`src/rtl/svm_det_fifo_if.sv`:
```
// Classifier-result input stream and detection readout stream of svm_det_fifo.
// master: the detection queue (consumes classifier results, drives the head); slave: the far side.
interface svm_det_fifo_if #(
  parameter int SW_W = 11,
  parameter int X_W  = 6,
  parameter int Y_W  = 5
) ();

  logic            i_valid;
  logic            is_person;
  logic [SW_W-1:0] sw_id;

  logic            o_valid;
  logic            o_ready;
  logic [X_W-1:0]  o_x;
  logic [Y_W-1:0]  o_y;
  logic [X_W-1:0]  o_len;

  modport master (
    input  i_valid, is_person, sw_id, o_ready,
    output o_valid, o_x, o_y, o_len
  );

  modport slave (
    output i_valid, is_person, sw_id, o_ready,
    input  o_valid, o_x, o_y, o_len
  );

endinterface

```
`src/rtl/svm_det_fifo.sv`:
```
// Detection queue behind the SVM classifier: window index -> (col,row), sequence check, per-frame count, FIFO readout.
// Optional horizontal run merge of positive windows when SVM_DET_FIFO_NMS_EN is defined.
module svm_det_fifo #(
  parameter int SW_W    = 11,
  parameter int SW_COLS = 34,
  parameter int SW_ROWS = 16,
  parameter int X_W     = 6,
  parameter int Y_W     = 5,
  parameter int DEPTH   = 16,
  parameter int CNT_W   = 10
) (
  input  logic              clk,
  input  logic              rst,
  svm_det_fifo_if.master    bus,
  input  logic              clr_err,
  output logic              frame_done,
  output logic [CNT_W-1:0]  det_cnt,
  output logic              ovf,
  output logic              seq_err
);

  localparam int AW  = $clog2(DEPTH);
  localparam int E_W = X_W + Y_W + X_W;

  localparam logic [X_W-1:0]   COL_LAST = X_W'(SW_COLS - 1);
  localparam logic [Y_W-1:0]   ROW_LAST = Y_W'(SW_ROWS - 1);
  localparam logic [CNT_W-1:0] CNT_MAX  = '1;

  typedef enum logic {
    ST_RUN,
    ST_SKIP
  } state_t;

  state_t state_reg, state_next;

  logic [X_W-1:0]   col_reg;
  logic [Y_W-1:0]   row_reg;
  logic [SW_W-1:0]  exp_reg;
  logic [CNT_W-1:0] cnt_reg;
  logic [CNT_W-1:0] det_cnt_reg;
  logic             frame_done_reg;
  logic             ovf_reg;
  logic             seq_err_reg;

  logic             id_match;
  logic             id_zero;
  logic             acc;
  logic             restart;
  logic             mismatch;

  logic [X_W-1:0]   pos_col;
  logic [Y_W-1:0]   pos_row;
  logic [SW_W-1:0]  pos_id;
  logic             eol;
  logic             last;
  logic [CNT_W-1:0] cnt_base;
  logic [CNT_W-1:0] cnt_sum;

  logic             det_inc;
  logic             push_v;
  logic [E_W-1:0]   push_e;

  logic [AW:0]      wr_ptr_reg;
  logic [AW:0]      rd_ptr_reg;
  logic             empty;
  logic             full;
  logic             pop;
  logic             wr_en;
  logic             drop;
  logic [E_W-1:0]   rd_arr [DEPTH];
  logic [E_W-1:0]   head;

  assign id_match = (bus.sw_id == exp_reg);
  assign id_zero  = (bus.sw_id == '0);

  // ---------------------------------------------------------------
  // Sequence FSM: RUN tracks the index stream; SKIP drops windows until
  // index 0 reappears, because a mid-frame position cannot be rebuilt
  // without a divider.
  // ---------------------------------------------------------------
  always_ff @(posedge clk or posedge rst) begin
    if (rst) begin
      state_reg <= ST_RUN;
    end else begin
      state_reg <= state_next;
    end
  end

  always_comb begin
    state_next = state_reg;
    acc        = 1'b0;
    restart    = 1'b0;
    mismatch   = 1'b0;
    case (state_reg)
      ST_RUN: begin
        if (bus.i_valid) begin
          if (id_match) begin
            acc = 1'b1;
          end else begin
            mismatch = 1'b1;
            if (id_zero) begin
              acc     = 1'b1;
              restart = 1'b1;
            end else begin
              state_next = ST_SKIP;
            end
          end
        end
      end
      ST_SKIP: begin
        if (bus.i_valid && id_zero) begin
          acc        = 1'b1;
          restart    = 1'b1;
          state_next = ST_RUN;
        end
      end
      default: state_next = ST_RUN;
    endcase
  end

  // ---------------------------------------------------------------
  // Position of the window being accepted this cycle
  // ---------------------------------------------------------------
  always_comb begin
    pos_col  = restart ? '0 : col_reg;
    pos_row  = restart ? '0 : row_reg;
    pos_id   = restart ? '0 : exp_reg;
    cnt_base = restart ? '0 : cnt_reg;
    eol      = (pos_col == COL_LAST);
    last     = eol && (pos_row == ROW_LAST);
    cnt_sum  = cnt_base;
    if (det_inc && (cnt_base != CNT_MAX)) begin
      cnt_sum = cnt_base + 1'b1;
    end
  end

  always_ff @(posedge clk or posedge rst) begin
    if (rst) begin
      col_reg        <= '0;
      row_reg        <= '0;
      exp_reg        <= '0;
      cnt_reg        <= '0;
      det_cnt_reg    <= '0;
      frame_done_reg <= 1'b0;
    end else begin
      frame_done_reg <= acc && last;
      if (acc) begin
        if (eol) begin
          col_reg <= '0;
          row_reg <= last ? '0 : pos_row + 1'b1;
        end else begin
          col_reg <= pos_col + 1'b1;
          row_reg <= pos_row;
        end
        exp_reg <= last ? '0 : pos_id + 1'b1;
        if (last) begin
          det_cnt_reg <= cnt_sum;
          cnt_reg     <= '0;
        end else begin
          cnt_reg     <= cnt_sum;
        end
      end
    end
  end

`ifdef SVM_DET_FIFO_NMS_EN
  // ---------------------------------------------------------------
  // Run merge: positives extend a pending run; a negative window or the
  // row end closes it, and the closed run is pushed on the next cycle.
  // ---------------------------------------------------------------
  logic           pend_v_reg;
  logic [X_W-1:0] pend_x_reg;
  logic [Y_W-1:0] pend_y_reg;
  logic [X_W-1:0] pend_len_reg;
  logic           flush_v_reg;
  logic [E_W-1:0] flush_e_reg;

  logic           pend_live;
  logic [X_W-1:0] run_x;
  logic [X_W-1:0] run_len;
  logic           flush;
  logic [E_W-1:0] flush_e;
  logic           pend_set;

  always_comb begin
    // A sequence break abandons the run; its windows are untrustworthy.
    pend_live = pend_v_reg && !mismatch;
    run_x     = pend_live ? pend_x_reg : pos_col;
    run_len   = pend_live ? pend_len_reg + 1'b1 : X_W'(1);
    flush     = acc && ((bus.is_person && eol) || (!bus.is_person && pend_live));
    flush_e   = bus.is_person ? {run_x, pos_row, run_len}
                              : {pend_x_reg, pend_y_reg, pend_len_reg};
    pend_set  = acc && bus.is_person && !eol;
  end

  always_ff @(posedge clk or posedge rst) begin
    if (rst) begin
      pend_v_reg   <= 1'b0;
      pend_x_reg   <= '0;
      pend_y_reg   <= '0;
      pend_len_reg <= '0;
      flush_v_reg  <= 1'b0;
      flush_e_reg  <= '0;
    end else begin
      if (pend_set) begin
        pend_v_reg   <= 1'b1;
        pend_x_reg   <= run_x;
        pend_y_reg   <= pos_row;
        pend_len_reg <= run_len;
      end else if (acc || mismatch) begin
        pend_v_reg   <= 1'b0;
      end
      flush_v_reg <= flush;
      if (flush) begin
        flush_e_reg <= flush_e;
      end
    end
  end

  assign det_inc = flush;
  assign push_v  = flush_v_reg;
  assign push_e  = flush_e_reg;
`else
  assign det_inc = acc && bus.is_person;
  assign push_v  = det_inc;
  assign push_e  = {pos_col, pos_row, X_W'(1)};
`endif

  // ---------------------------------------------------------------
  // FIFO: pointers carry an extra wrap bit so full and empty differ
  // ---------------------------------------------------------------
  assign empty = (wr_ptr_reg == rd_ptr_reg);
  assign full  = (wr_ptr_reg[AW] != rd_ptr_reg[AW]) &&
                 (wr_ptr_reg[AW-1:0] == rd_ptr_reg[AW-1:0]);
  assign pop   = !empty && bus.o_ready;
  assign wr_en = push_v && (!full || pop);
  assign drop  = push_v && full && !pop;

  generate
    for (genvar gi = 0; gi < DEPTH; gi++) begin : g_ent
      logic [E_W-1:0] ent_reg;

      always_ff @(posedge clk or posedge rst) begin
        if (rst) begin
          ent_reg <= '0;
        end else if (wr_en && (wr_ptr_reg[AW-1:0] == AW'(gi))) begin
          ent_reg <= push_e;
        end
      end

      assign rd_arr[gi] = ent_reg;
    end
  endgenerate

  always_ff @(posedge clk or posedge rst) begin
    if (rst) begin
      wr_ptr_reg <= '0;
      rd_ptr_reg <= '0;
    end else begin
      if (wr_en) begin
        wr_ptr_reg <= wr_ptr_reg + 1'b1;
      end
      if (pop) begin
        rd_ptr_reg <= rd_ptr_reg + 1'b1;
      end
    end
  end

  assign head = rd_arr[rd_ptr_reg[AW-1:0]];

  // ---------------------------------------------------------------
  // Sticky error flags: a new event outranks a simultaneous clear
  // ---------------------------------------------------------------
  always_ff @(posedge clk or posedge rst) begin
    if (rst) begin
      ovf_reg     <= 1'b0;
      seq_err_reg <= 1'b0;
    end else begin
      ovf_reg     <= drop     || (ovf_reg     && !clr_err);
      seq_err_reg <= mismatch || (seq_err_reg && !clr_err);
    end
  end

  assign bus.o_valid = !empty;
  assign bus.o_x     = head[E_W-1 -: X_W];
  assign bus.o_y     = head[X_W +: Y_W];
  assign bus.o_len   = head[X_W-1:0];

  assign frame_done  = frame_done_reg;
  assign det_cnt     = det_cnt_reg;
  assign ovf         = ovf_reg;
  assign seq_err     = seq_err_reg;

endmodule

```
`src/flat_wrapper.sv`:
```
// flat-port wrapper written by rule: the top's interface ports become plain ports
module svm_det_fifo_flat 
#(
  parameter int SW_W    = 11,
  parameter int SW_COLS = 34,
  parameter int SW_ROWS = 16,
  parameter int X_W     = 6,
  parameter int Y_W     = 5,
  parameter int DEPTH   = 16,
  parameter int CNT_W   = 10
)
  (clk, rst, clr_err, frame_done, det_cnt, ovf, seq_err, bus_i_valid, bus_is_person, bus_sw_id, bus_o_ready, bus_o_valid, bus_o_x, bus_o_y, bus_o_len);
  svm_det_fifo_if #(.SW_W(SW_W), .X_W(X_W), .Y_W(Y_W)) bus_i ();
  input  logic clk;
  input  logic rst;
  input  logic clr_err;
  output logic frame_done;
  output logic [CNT_W-1:0] det_cnt;
  output logic ovf;
  output logic seq_err;
  input wire logic [$bits(bus_i.i_valid)-1:0] bus_i_valid;
  input wire logic [$bits(bus_i.is_person)-1:0] bus_is_person;
  input wire logic [$bits(bus_i.sw_id)-1:0] bus_sw_id;
  input wire logic [$bits(bus_i.o_ready)-1:0] bus_o_ready;
  output wire logic [$bits(bus_i.o_valid)-1:0] bus_o_valid;
  output wire logic [$bits(bus_i.o_x)-1:0] bus_o_x;
  output wire logic [$bits(bus_i.o_y)-1:0] bus_o_y;
  output wire logic [$bits(bus_i.o_len)-1:0] bus_o_len;
  assign bus_i.i_valid = bus_i_valid;
  assign bus_i.is_person = bus_is_person;
  assign bus_i.sw_id = bus_sw_id;
  assign bus_i.o_ready = bus_o_ready;
  assign bus_o_valid = bus_i.o_valid;
  assign bus_o_x = bus_i.o_x;
  assign bus_o_y = bus_i.o_y;
  assign bus_o_len = bus_i.o_len;
  svm_det_fifo #(.SW_W(SW_W), .SW_COLS(SW_COLS), .SW_ROWS(SW_ROWS), .X_W(X_W), .Y_W(Y_W), .DEPTH(DEPTH), .CNT_W(CNT_W)) u_core (.clk(clk), .rst(rst), .bus(bus_i), .clr_err(clr_err), .frame_done(frame_done), .det_cnt(det_cnt), .ovf(ovf), .seq_err(seq_err));
endmodule
```
`config.mk`:
```
export PLATFORM = sky130hd
export DESIGN_NAME = svm_det_fifo_flat
export DESIGN_NICKNAME = d
export VERILOG_FILES = /design/src/rtl/svm_det_fifo_if.sv /design/src/rtl/svm_det_fifo.sv /design/src/flat_wrapper.sv
export SDC_FILE = /design/constraint.sdc
export NUM_CORES = 1
export LEC_CHECK = 0
export ABC_AREA = 0
export BUFFER_PORTS_ARGS = -buffer_cell sky130_fd_sc_hd__buf_2
export CORE_UTILIZATION = 58
export CTS_BUF_LIST = sky130_fd_sc_hd__clkbuf_4 sky130_fd_sc_hd__clkbuf_8
export DETAILED_ROUTE_END_ITERATION = 16
export GPL_ROUTABILITY_DRIVEN = 1
export PLACE_DENSITY = 0.8
export SETUP_SLACK_MARGIN = 0.02
export SYNTH_ARGS = -nofsm -noshare
export SYNTH_HDL_FRONTEND = slang
export SYNTH_SLANG_ARGS = --single-unit
export TNS_END_PERCENT = 1
```
`constraint.sdc`:
```
create_clock -name clk -period 7.2 [get_ports clk]
set_input_delay 0.36 -clock clk [delete_from_list [all_inputs] [get_ports clk]]
set_output_delay 0.36 -clock clk [all_outputs]
set_load 0.005 [all_outputs]
```
==> out/qor.csv <==
stage,metric,value,unit
placement,Area after DPL,0.01238,mm²
clock_network,clock sink count,248,
route,DRC violations left,0,
sta,RSZ-0062 raised after global routing,no,
clock_network,worst skew pair latency,570,ps
finish,nets,938,
logic_synthesis,Synth Area per Inst,13.67,µm²
global_route,initial antenna violation count,0,
setup_path,cell mode on critical path,nand2_1,
power,leakage,6.393,nW
floorplanning,number of cell rows,52,
sta,crit share post-route,0.6743,
placement,dpl hpwl,16.37,mm
route,"antenna viol nets, final",0,
floorplanning,die width,146.2,µm
finish,Final Cell Area,0.01324,mm²
clock_network,Max clock buf depth,3,
sta,worst-margin pin slew,1235,ps
sta,Final setup viols,0,
floorplanning,Starting Density,0.5945,
logic_synthesis,share of synthesized registers carrying an async set or reset,1.000,
setup_path,nature of the critical path startpoint,flop,
route,first-pass iteration count of the detailed router,7,
setup_path,R2R Setup Slk,2340,ps
global_route,GRT Util Overall,0.2644,
global_route,largest net degree at the start of global routing,154,
clock_network,post-CTS setup buffer count,0,
floorplanning,Core ar.,0.02030,mm²
finish,P&R area growth vs syn,9.694,%
route,Vias,7638,
global_route,number of global-route vias before repair,7866,
run_status,status,finished clean,
floorplanning,io pins,48,
route,Vias/cell,6.307,
logic_synthesis,Yosys cell types,61,
setup_path,Arrival @ worst endpoint,5300,ps
finish,layout cell share with drive strength beyond 1,0.4060,
logic_synthesis,post-synthesis register bit count,248,
sta,Rel. slew slack,0.1768,
setup_path,RR Startpoint,u_core.exp_reg[6],
clock_network,root buffer cell,clkbuf_8,
sta,fin. max-slew vios,0,
sta,final clock skew,22.46,ps
clock_network,"Reg clk slew, reported paths",60,ps
power,pwr/cell area,237.3,mW/mm²
power,Peak supply drop,0.1983,mV
placement,Port-buffer cells,42,
sta,final setup TNS,0,ps
placement,pre-CTS setup slack,2513,ps
sta,Final Hold Fails,0,
logic_synthesis,"Seq/Total Area, Yosys",0.5143,
clock_network,cts bufs inserted,41,
logic_synthesis,Post-synth EDFFs,0,
placement,Final Wtd Congestion,0.9039,
setup_path,Critical Path Start,u_core.exp_reg[6],
logic_synthesis,Post-Synth Adder-Cell Area,0.01037,
setup_path,CP Capture Type,flop,
clock_network,CTS Hold Bufs,0,
setup_path,RR Endpoint,u_core.det_cnt[7],
worst_hold_path,hold crit path type,in2async,
logic_synthesis,Ys Warns,0,
floorplanning,Die ar.,0.02139,mm²
sta,Final WS setup,2345,ps
logic_synthesis,ys flop type,dfrtp_1,
clock_network,CTS HTree Levels,2,
setup_path,"Max FO, Critical Path",25,
route,Routed WL,27.07,mm
global_route,first-pass GRT wire length,43.80,mm
run,Max-cap violations,0,
setup_path,Worst R2R Path Depth,12,
route,initial DRC count,649,
power,PnR Total Power,3.142,mW
sta,"Min Clock Period, post-route",4855,ps
finish,ant diodes,0,
logic_synthesis,Post-Syn Area,0.01207,mm²
finish,max reg flops,192,
clock_network,CTS resizes,0,
setup_path,Worst path max stage delay,710,ps
sta,Fmax,206.0,MHz
logic_synthesis,post-synthesis mux area share,0.2890,
logic_synthesis,Post-Synth Simple-Gate Area,0.07807,
route,drt wl/cell,22.35,µm
setup_path,"Data required, critical path",7650,ps
setup_path,critical-path cell list,xnor2_1 > and3b_1 > nand4_1 > nand2_1 > and2_1 > ha_1 > nand2_1 > nor4_1 > and3_1 > nand2_1 > inv_1 > mux2_2,
clock_network,TritonCTS clock tree,done,
logic_synthesis,Compound-Gate Fraction of Synth Area,0.05360,
logic_synthesis,Post-Synthesis Cells,883,
global_route,grt total ovfl,0,
logic_synthesis,main combinational cell family by area after synthesis,multiplexers,
floorplanning,die span in y,146.2,µm
setup_path,critical path type,reg2reg,
setup_path,slowest cell on the critical path,nand2_1,
logic_synthesis,Synth Area in XOR/XNOR,0.02177,
[power by group]
part           internal [mW]  switching, mW  total (mW)  leakage [nW]
combinational          0.172          0.238       0.410          2.52
sequential              1.41         0.0303        1.44          3.42
clock                  0.727          0.563        1.29         0.460
total                   2.31          0.831        3.14          6.39
[synthesized netlist by cell type, types with 4 or more instances]
master,number,area share
nor3_1,5,0.0021
nand2b_1,13,0.0067
nand4_1,15,0.0078
buf_1,9,0.0028
a32o_1,4,0.0033
xor2_1,4,0.0029
clkbuf_1,41,0.013
mux4_2,60,0.11
a22o_1,7,0.0051
nor2_1,20,0.0062
nand3_1,25,0.010
mux2_4,21,0.026
o211ai_1,4,0.0025
dfrtp_1,248,0.51
buf_2,6,0.0025
or2_2,4,0.0021
buf_6,5,0.0047
mux2_2,159,0.15
a21oi_1,12,0.0050
o2111ai_1,4,0.0029
nor4_1,5,0.0026
nand3b_1,4,0.0025
buf_4,9,0.0056
nand2_1,41,0.013
nand3_2,4,0.0033
ha_1,10,0.010
o21ai_0,32,0.013
inv_1,14,0.0044
and3_1,10,0.0052
and2_1,9,0.0047
xnor2_1,26,0.019
and2_0,5,0.0026
[layer usage]
metal	up-vias	global-route usage	wire (µm)
met5	-	0	0
met4	0	0.07604	440
met3	48	0.05344	1624
met2	312	0.4412	13620
met1	3970	0.3535	11390
li1	3308	-	-
[final cells by class]
type                    count  area [µm²]
fillers                  1468        7062
flip-flops and latches    248        6211
multi-input cells         555        5490
clock buffers              69       830.8
well taps                 270       337.8
repair buffers             51       277.8
inverters                  14       60.06
clock inverters             4       30.03
[worst max-delay path by stage]
stage | to | slack [ps] | cells past startpoint
2_1_floorplan | u_core.cnt_reg[0] | 30 | 1
3_3_place_gp | u_core.det_cnt[7] | 2650 | 13
3_5_place_dp | u_core.det_cnt[7] | 2510 | 13
4_1_cts | u_core.det_cnt[7] | 2440 | 12
5_1_grt | u_core.det_cnt[7] | 1920 | 12
6_report | u_core.det_cnt[7] | 2340 | 12
[metrics by stage]
| stage | hold WS [ps] | instances | util |
|---|---|---|---|
| after floorplan | 428.7 | 887 | - |
| after global placement | 444.4 | 1138 | 0.6097 |
| after detailed placement | 447.1 | 1138 | 0.6097 |
| after CTS | 102.3 | 1211 | 0.6521 |
| after global routing | 121.1 | 1211 | 0.6521 |
| final | 8.394 | 1211 | 0.6521 |
[cells in the final DEF (no fill, tap or decap), drive strengths merged, types with 13 or more instances in the layout]
cell type	count
dfrtp	248
xnor2	26
buf	51
mux2	180
nand2b	13
clkbuf	69
o21ai	33
and2	14
inv	16
nand2	41
nor2	20
a21oi	13
nand4	15
nand3	29
mux4	60
[logic make-up (layout without fill, tap and decap cells)]
| logic type | Yosys count | after routing |
|---|---|---|
| compound gates | 93 | 93 |
| xor+xnor | 30 | 30 |
| fa+ha+maj | 10 | 10 |
| buf+inv | 84 | 138 |
| flops | 248 | 248 |
| mux | 243 | 243 |
| other cells | 1 | 5 |
| simple gates | 174 | 174 |
[critical path, delay by kind of cell, from the launching register on]
family | cells | cell delay, ps
flip-flops | 1 | 420
buffers and inverters | 1 | 290
multiplexers | 1 | 360
AND/OR/NAND/NOR | 8 | 3140
adder cells (fa/ha/maj) | 1 | 260
XOR/XNOR | 1 | 260
No activity file was read; power rests on OpenSTA's default activity.
